[config.mk]
export PLATFORM = sky130hd
export DESIGN_NAME = mem_access_ctrl
export DESIGN_NICKNAME = d
export VERILOG_FILES = /design/src/rtl/wisc_mem_pkg.sv /design/src/rtl/mem_write_buffer.sv /design/src/rtl/mem_access_ctrl.sv
export SDC_FILE = /design/constraint.sdc
export NUM_CORES = 1
export LEC_CHECK = 0
export BUFFER_PORTS_ARGS = -buffer_cell sky130_fd_sc_hd__buf_2
export CORE_ASPECT_RATIO = 1.25
export CORE_MARGIN = 1
export CORE_UTILIZATION = 48
export DETAILED_ROUTE_END_ITERATION = 6
export PLACE_DENSITY = 0.85
export SLEW_MARGIN = 15
export SYNTH_ARGS = -nofsm -noshare
export SYNTH_HDL_FRONTEND = slang
export SYNTH_SLANG_ARGS = --single-unit
[constraint.sdc]
create_clock -name clk -period 1.9 [get_ports clk]
set_input_delay 0.38 -clock clk [delete_from_list [all_inputs] [get_ports clk]]
set_output_delay 0.38 -clock clk [all_outputs]
set_load 0.005 [all_outputs]
[src/rtl/wisc_mem_pkg.sv]
// Shared types and defaults for the MEM-stage data-memory access controller.
// Optional feature macro: MEM_WBUF_EN (adds the DRAIN state for the posted write buffer).
package wisc_mem_pkg;

  localparam int unsigned DW_DEF          = 16;
  localparam int unsigned TIMEOUT_CYC_DEF = 64;

  // Sticky error vector layout
  localparam int unsigned ERR_W        = 2;
  localparam int unsigned ERR_CONFLICT = 0;
  localparam int unsigned ERR_TIMEOUT  = 1;

`ifdef MEM_WBUF_EN
  typedef enum logic [2:0] {
    IDLE    = 3'd0,
    REQ     = 3'd1,
    WAIT_RD = 3'd2,
    DONE    = 3'd3,
    DRAIN   = 3'd4
  } mac_state_t;
`else
  typedef enum logic [1:0] {
    IDLE    = 2'd0,
    REQ     = 2'd1,
    WAIT_RD = 2'd2,
    DONE    = 2'd3
  } mac_state_t;
`endif

endpackage

[src/rtl/mem_write_buffer.sv]
// One-entry posted write buffer for the MEM stage (used only with MEM_WBUF_EN).
// Ports: clk, rst_n; load_i captures addr_i/data_i; clr_i invalidates (load wins);
//        lookup_addr_i compared against the held entry -> hit_c_o (combinational);
//        valid_o/addr_o/data_o are the registered entry.
module mem_write_buffer #(
  parameter int unsigned DW = 16
) (
  input  logic          clk,
  input  logic          rst_n,
  input  logic          load_i,
  input  logic          clr_i,
  input  logic [DW-1:0] addr_i,
  input  logic [DW-1:0] data_i,
  input  logic [DW-1:0] lookup_addr_i,
  output logic          valid_o,
  output logic [DW-1:0] addr_o,
  output logic [DW-1:0] data_o,
  output logic          hit_c_o
);

  logic          valid_q;
  logic [DW-1:0] addr_q;
  logic [DW-1:0] data_q;

  // Entry registers; a reload in the same cycle as a drain keeps the entry valid
  always_ff @(posedge clk or negedge rst_n) begin
    if (!rst_n) begin
      valid_q <= 1'b0;
      addr_q  <= '0;
      data_q  <= '0;
    end else if (load_i) begin
      valid_q <= 1'b1;
      addr_q  <= addr_i;
      data_q  <= data_i;
    end else if (clr_i) begin
      valid_q <= 1'b0;
    end
  end

  assign valid_o = valid_q;
  assign addr_o  = addr_q;
  assign data_o  = data_q;
  assign hit_c_o = valid_q && (addr_q == lookup_addr_i);

endmodule

[src/rtl/mem_access_ctrl.sv]
// MEM-stage responder: runs the data-memory request/grant/rvalid handshake for
// loads and stores from EX/MEM and freezes the pipeline (pipe_adv=0) meanwhile.
// Optional feature macro: MEM_WBUF_EN (zero-stall posted stores via mem_write_buffer).
// Ports: clk, rst_n; memread/memwrite/addr/wdata from EX/MEM; pipe_adv (combinational);
//        rdata (last load data); mem_req/mem_we/mem_addr/mem_wdata/mem_gnt/mem_rvalid/
//        mem_rdata memory port; err sticky {timeout, rd_wr_conflict}.
module mem_access_ctrl
  import wisc_mem_pkg::*;
#(
  parameter int unsigned DW          = DW_DEF,
  parameter int unsigned TIMEOUT_CYC = TIMEOUT_CYC_DEF
) (
  input  logic             clk,
  input  logic             rst_n,
  input  logic             memread,
  input  logic             memwrite,
  input  logic [DW-1:0]    addr,
  input  logic [DW-1:0]    wdata,
  output logic             pipe_adv,
  output logic [DW-1:0]    rdata,
  output logic             mem_req,
  output logic             mem_we,
  output logic [DW-1:0]    mem_addr,
  output logic [DW-1:0]    mem_wdata,
  input  logic             mem_gnt,
  input  logic             mem_rvalid,
  input  logic [DW-1:0]    mem_rdata,
  output logic [ERR_W-1:0] err
);

  localparam int unsigned WD_W = (TIMEOUT_CYC > 2) ? $clog2(TIMEOUT_CYC) : 1;

  mac_state_t       state_q, state_d;
  logic             mem_req_q, mem_req_d;
  logic             mem_we_q, mem_we_d;
  logic [DW-1:0]    mem_addr_q, mem_addr_d;
  logic [DW-1:0]    mem_wdata_q, mem_wdata_d;
  logic [DW-1:0]    rdata_q, rdata_d;
  logic [ERR_W-1:0] err_q, err_d;
  logic [WD_W-1:0]  wd_q, wd_d;
  logic             pipe_adv_c;
  logic             wd_expired_c;

  assign wd_expired_c = (wd_q == WD_W'(TIMEOUT_CYC - 1));

`ifdef MEM_WBUF_EN
  logic          wb_load_c;
  logic          wb_clr_c;
  logic          wb_valid;
  logic [DW-1:0] wb_addr;
  logic [DW-1:0] wb_data;
  logic          wb_hit_c;

  mem_write_buffer #(.DW(DW)) u_wbuf (
    .clk           (clk),
    .rst_n         (rst_n),
    .load_i        (wb_load_c),
    .clr_i         (wb_clr_c),
    .addr_i        (addr),
    .data_i        (wdata),
    .lookup_addr_i (addr),
    .valid_o       (wb_valid),
    .addr_o        (wb_addr),
    .data_o        (wb_data),
    .hit_c_o       (wb_hit_c)
  );
`endif

  // State and registered outputs
  always_ff @(posedge clk or negedge rst_n) begin
    if (!rst_n) begin
      state_q     <= IDLE;
      mem_req_q   <= 1'b0;
      mem_we_q    <= 1'b0;
      mem_addr_q  <= '0;
      mem_wdata_q <= '0;
      rdata_q     <= '0;
      err_q       <= '0;
      wd_q        <= '0;
    end else begin
      state_q     <= state_d;
      mem_req_q   <= mem_req_d;
      mem_we_q    <= mem_we_d;
      mem_addr_q  <= mem_addr_d;
      mem_wdata_q <= mem_wdata_d;
      rdata_q     <= rdata_d;
      err_q       <= err_d;
      wd_q        <= wd_d;
    end
  end

  // Next-state, handshake and watchdog
  always_comb begin
    state_d     = state_q;
    mem_req_d   = mem_req_q;
    mem_we_d    = mem_we_q;
    mem_addr_d  = mem_addr_q;
    mem_wdata_d = mem_wdata_q;
    rdata_d     = rdata_q;
    err_d       = err_q;
    wd_d        = wd_q;
    pipe_adv_c  = 1'b0;
`ifdef MEM_WBUF_EN
    wb_load_c   = 1'b0;
    wb_clr_c    = 1'b0;
`endif

    unique case (state_q)
      IDLE: begin
        if (memread && memwrite) err_d[ERR_CONFLICT] = 1'b1;
`ifdef MEM_WBUF_EN
        if (memwrite) begin
          // Empty buffer absorbs the store without stalling; otherwise drain first
          if (!wb_valid) begin
            wb_load_c  = 1'b1;
            pipe_adv_c = 1'b1;
          end
        end else if (memread && wb_hit_c) begin
          rdata_d = wb_data;
          state_d = DONE;
        end else if (memread && !wb_valid) begin
          state_d     = REQ;
          mem_req_d   = 1'b1;
          mem_we_d    = 1'b0;
          mem_addr_d  = addr;
          mem_wdata_d = wdata;
          wd_d        = '0;
        end else if (!memread) begin
          pipe_adv_c = 1'b1;
        end
        // Drain whenever no load is about to be served from memory or the buffer
        if (wb_valid && !(memread && !memwrite && wb_hit_c)) begin
          state_d     = DRAIN;
          mem_req_d   = 1'b1;
          mem_we_d    = 1'b1;
          mem_addr_d  = wb_addr;
          mem_wdata_d = wb_data;
        end
`else
        if (memread || memwrite) begin
          state_d     = REQ;
          mem_req_d   = 1'b1;
          mem_we_d    = memwrite;
          mem_addr_d  = addr;
          mem_wdata_d = wdata;
          wd_d        = '0;
        end else begin
          pipe_adv_c = 1'b1;
        end
`endif
      end

      REQ, WAIT_RD: begin
        wd_d = wd_q + WD_W'(1);
        if (wd_expired_c) begin
          // Abort: report, release the port, return zero for an abandoned load
          err_d[ERR_TIMEOUT] = 1'b1;
          mem_req_d          = 1'b0;
          if (!mem_we_q) rdata_d = '0;
          state_d            = DONE;
        end else if (state_q == REQ) begin
          if (mem_gnt) begin
            mem_req_d = 1'b0;
            state_d   = mem_we_q ? DONE : WAIT_RD;
          end
        end else if (mem_rvalid) begin
          rdata_d = mem_rdata;
          state_d = DONE;
        end
      end

      DONE: begin
        pipe_adv_c = 1'b1;
        state_d    = IDLE;
      end

`ifdef MEM_WBUF_EN
      DRAIN: begin
        pipe_adv_c = !(memread || memwrite);
        if (mem_gnt) begin
          mem_req_d = 1'b0;
          wb_clr_c  = 1'b1;
          state_d   = IDLE;
          // A store arriving as the entry leaves refills the buffer immediately
          if (memwrite) begin
            wb_load_c  = 1'b1;
            pipe_adv_c = 1'b1;
            if (memread) err_d[ERR_CONFLICT] = 1'b1;
          end
        end
      end
`endif

      default: state_d = IDLE;
    endcase
  end

  assign pipe_adv  = pipe_adv_c && rst_n;
  assign rdata     = rdata_q;
  assign mem_req   = mem_req_q;
  assign mem_we    = mem_we_q;
  assign mem_addr  = mem_addr_q;
  assign mem_wdata = mem_wdata_q;
  assign err       = err_q;

endmodule

==> run summary <==
=======================================================================================
Overall global routing resource usage                                            0.2199
Cell area after technology mapping                                         0.002653 mm^2
Number of nets with antenna violations after routing                                  0
Floorplan Core Area                                                        0.005189 mm^2
Capturing element type of the critical path                                primary output
Internal reg-to-reg setup slack                                                 0.17 ns
End point of the critical path                                                 pipe_adv
Power density normalized to cell area                                      1805 mW/mm^2
Arrival @ worst endpoint                                                        1.59 ns
Run status                                                                 finished with violations
Leftover overflow at the end of global routing                                        0
Number of rows in the core area                                                      29
IO buf count                                                                        106
Maximum level of the CTS H-tree                                                       3
Crit path from                                                             state_q[1]$_DFFE_PN0P_
Most frequent cell after synthesis                                         sky130_fd_sc_hd__dfrtp_1
TritonCTS clock tree                                                                yes
# Max-Cap Violations                                                                  0
Clock sink count                                                                     60
Final Critical Period                                                          1.968 ns
Hold WC Path Type                                                           in -> async
Effective utilization at floorplan                                               0.5112
Number of iterations in the first detailed-routing pass                               4
Top-area cell type share of the netlist area                                     0.5660
Filler-free cell count of the finished design                                       386
Distinct cells, synth                                                                35
Wire length of the first global-routing pass                                    9425 um
Worst path required time                                                        1.52 ns
Peak VDD IR                                                                    1.093 mV
Post-detail-place hpwl                                                          4177 um
Number of global-route vias before repair                                          2271
Final estimated routing congestion in global placement                           0.7417
Nature of the critical path startpoint                                        flip-flop
Layout net count                                                                    379
Area growth from synthesis to final layout                                       35.24%
Number of cells on the worst reg-to-reg path                                          4
Most used flip-flop cell after synthesis                                   sky130_fd_sc_hd__dfrtp_1
Unrepaired setup endpoints after global routing                                     yes
Critical-path maximum fanout                                                          2
Max Clock Skew                                                              0.005819 ns
Commonest cells in the synthesized netlist                                 sky130_fd_sc_hd__dfrtp_1, sky130_fd_sc_hd__mux2_2, sky130_fd_sc_hd__a22oi_1, sky130_fd_sc_hd__o2bb2ai_1
Number of flip-flops and latches in the synthesized netlist                          60
Clock root buffer                                                          sky130_fd_sc_hd__clkbuf_8
Post-DR wirelength/cell                                                        15.32 um
Post-synthesis cell count                                                           201
Diodes inserted                                                                       0
Sum of internal, switching and leakage power                                   6.474 mW
Minimum hold slack                                                            0.2109 ns
Remaining design rule violation count                                                 0
Met1 routing resource usage after global routing                                 0.2317
Critical register-to-register path startpoint                              wd_q[0]$_DFFE_PN0P_
Grt met3 use                                                                    0.05914
Pre-CTS worst setup slack                                                    0.03693 ns
Clk Latency, worst-skew pair                                                    0.33 ns
I/O pin count                                                                       107
Worst slew slack as a fraction of its limit                                      0.2734
Number of enable flip-flop cells after synthesis                                      0
YS warnings                                                                           0
Met2 usage in global routing                                                     0.3815
Highest attainable clock frequency                                           0.5082 GHz
Die Wd                                                                         68.49 um
Crit share post-route                                                             1.036
RR Endpoint                                                                rdata[6]$_DFFE_PN0P_
Cell type contributing the most total cell area after synthesis            sky130_fd_sc_hd__dfrtp_1
Number of violations reported at the end of detailed-routing iteration 0             58
Final Hold Violating Endpoints                                                        0
Cell count after placement                                                          365
Sequential share of the synthesized area                                         0.5660
Die area                                                                   0.005829 mm^2
Number of clock buffers inserted by TritonCTS                                         9
Final worst-path setup slack                                                -0.06785 ns
Reg area                                                                   0.001501 mm^2
Worst-path clk slew                                                             0.07 ns
Overall die height                                                             85.11 um
Count of vias placed by the detailed router                                        2148
Multi-input combinational cell area                                        0.001092 mm^2
Violated checks                                                            negative setup slack
Most area-consuming cells after synthesis                                  sky130_fd_sc_hd__dfrtp_1, sky130_fd_sc_hd__mux2_2, sky130_fd_sc_hd__o2bb2ai_1, sky130_fd_sc_hd__a22oi_1, sky130_fd_sc_hd__ha_1
Fraction of the core area covered by cells at the end of the flow                0.6913
Buffer levels on the longest clock path                                               2
Synthesized netlist net count                                                       261
Proportion of layout cells with a drive suffix above 1                           0.5617
Fraction of synthesis flops using an asynchronous set or reset pin                1.000
Fin. max-slew vios                                                                    0
Setup violation total in the final timing report                                      1
Worst slew pin tran                                                            1.086 ns
Average size of a mapped cell                                                13.20 um^2
Number of fill cells in the layout                                                  381
Leakage power figure                                                           1.696 nW
Setup CP Type                                                                reg -> out
Maximum number of pins on one net before global-route repair                         61
Number of vias per cell                                                           5.565
Most congested layer reported by global routing                                    met2
Overall routed net length                                                       5914 um
Initial antenna violation count                                                       0
=======================================================================================
-- power breakdown --
group	internal [mW]	switching (mW)	total, mW	leakage, nW
clock	0.906	0.493	1.40	0.122
combinational	1.50	1.26	2.76	0.872
sequential	1.93	0.381	2.31	0.701
total	4.34	2.14	6.47	1.70
-- layout make-up --
class	count	area share
Timing Repair Buffer	120	0.1807
Tap cell	62	0.02163
Inverter	5	0.005232
Clock inverter	6	0.03104
Sequential cell	60	0.4186
Clock buffer	10	0.03837
Multi-Input combinational cell	123	0.3045
-- how the worst min path moves through the flow --
stage                                          end  slack [ns]  cells after the start          startpoint
after global placement          err[1]$_DFFE_PN0P_        0.44                      1  err[1]$_DFFE_PN0P_
after detailed placement        err[1]$_DFFE_PN0P_        0.45                      1  err[1]$_DFFE_PN0P_
after floorplan                 err[0]$_DFFE_PN0P_        0.08                      0               rst_n
final                     mem_addr[10]$_DFFE_PN0P_        0.21                      2               rst_n
after global routing      mem_wdata[3]$_DFFE_PN0P_        0.26                      2            wdata[3]
after CTS                 mem_addr[10]$_DFFE_PN0P_        0.26                      2               rst_n
-- per-layer routing --
| layer | wire length (um) | vias to the layer above |
|---|---|---|
| met3 | 466 | 10 |
| met2 | 2940 | 115 |
| met4 | 116 | 0 |
| met5 | 0 | - |
| met1 | 2390 | 1029 |
| li1 | - | 994 |
-- cells by family (layout without fill, tap and decap cells) --
group / count (synthesis) / after routing / synth area share
AOI/OAI and AO/OA: 61 / 61 / 0.1792
adders and majority gates: 6 / 6 / 0.02830
buffers and inverters: 18 / 141 / 0.03349
DFF: 60 / 60 / 0.5660
muxes: 32 / 32 / 0.1359
and+or+nand+nor: 24 / 24 / 0.05708
-- critical path: stages, from the launching register on --
cell and delay [ns]:
sky130_fd_sc_hd__dfrtp_1 0.40, sky130_fd_sc_hd__inv_2 0.09, sky130_fd_sc_hd__ha_4 0.13, sky130_fd_sc_hd__or3b_4 0.38, sky130_fd_sc_hd__a21oi_2 0.13, sky130_fd_sc_hd__buf_2 0.12
-- flip-flops by register name, indices dropped and copies added (netlist names) --
signal and flops:
mem_we 1, err 2, rdata 16, wd_q 6
mem_addr 16, mem_wdata 16, mem_req 1, state_q 2
-- what timing repair did --
item | CTS | global route
gates resized for setup | 6 | 2
hold buffers | 0 | 0
endpoints found under the hold margin | 0 | 0
pin swaps | 2 | 0
buffers inserted | 5 | 0
setup endpoints to repair | 1 | 2
-- stage by stage --
stage | cell area, um^2 | TNS (ns)
after global placement | 3278 | 0
after floorplan | 2653 | 0
final | 3587 | -0.06785
after CTS | 3583 | -0.04257
after detailed placement | 3278 | 0
after global routing | 3587 | -0.1144
-- cells in the final DEF (no fill, tap or decap), types with 4 or more instances in the layout --
master	instances
sky130_fd_sc_hd__buf_2	106
sky130_fd_sc_hd__dfrtp_1	60
sky130_fd_sc_hd__mux2_2	32
sky130_fd_sc_hd__a22oi_1	16
sky130_fd_sc_hd__o2bb2ai_1	16
sky130_fd_sc_hd__buf_4	13
sky130_fd_sc_hd__clkbuf_8	10
sky130_fd_sc_hd__nand2_1	7
sky130_fd_sc_hd__o21ai_0	7
sky130_fd_sc_hd__ha_1	5
sky130_fd_sc_hd__a21oi_1	4
Note: power is estimated with default switching activity, not from simulation.
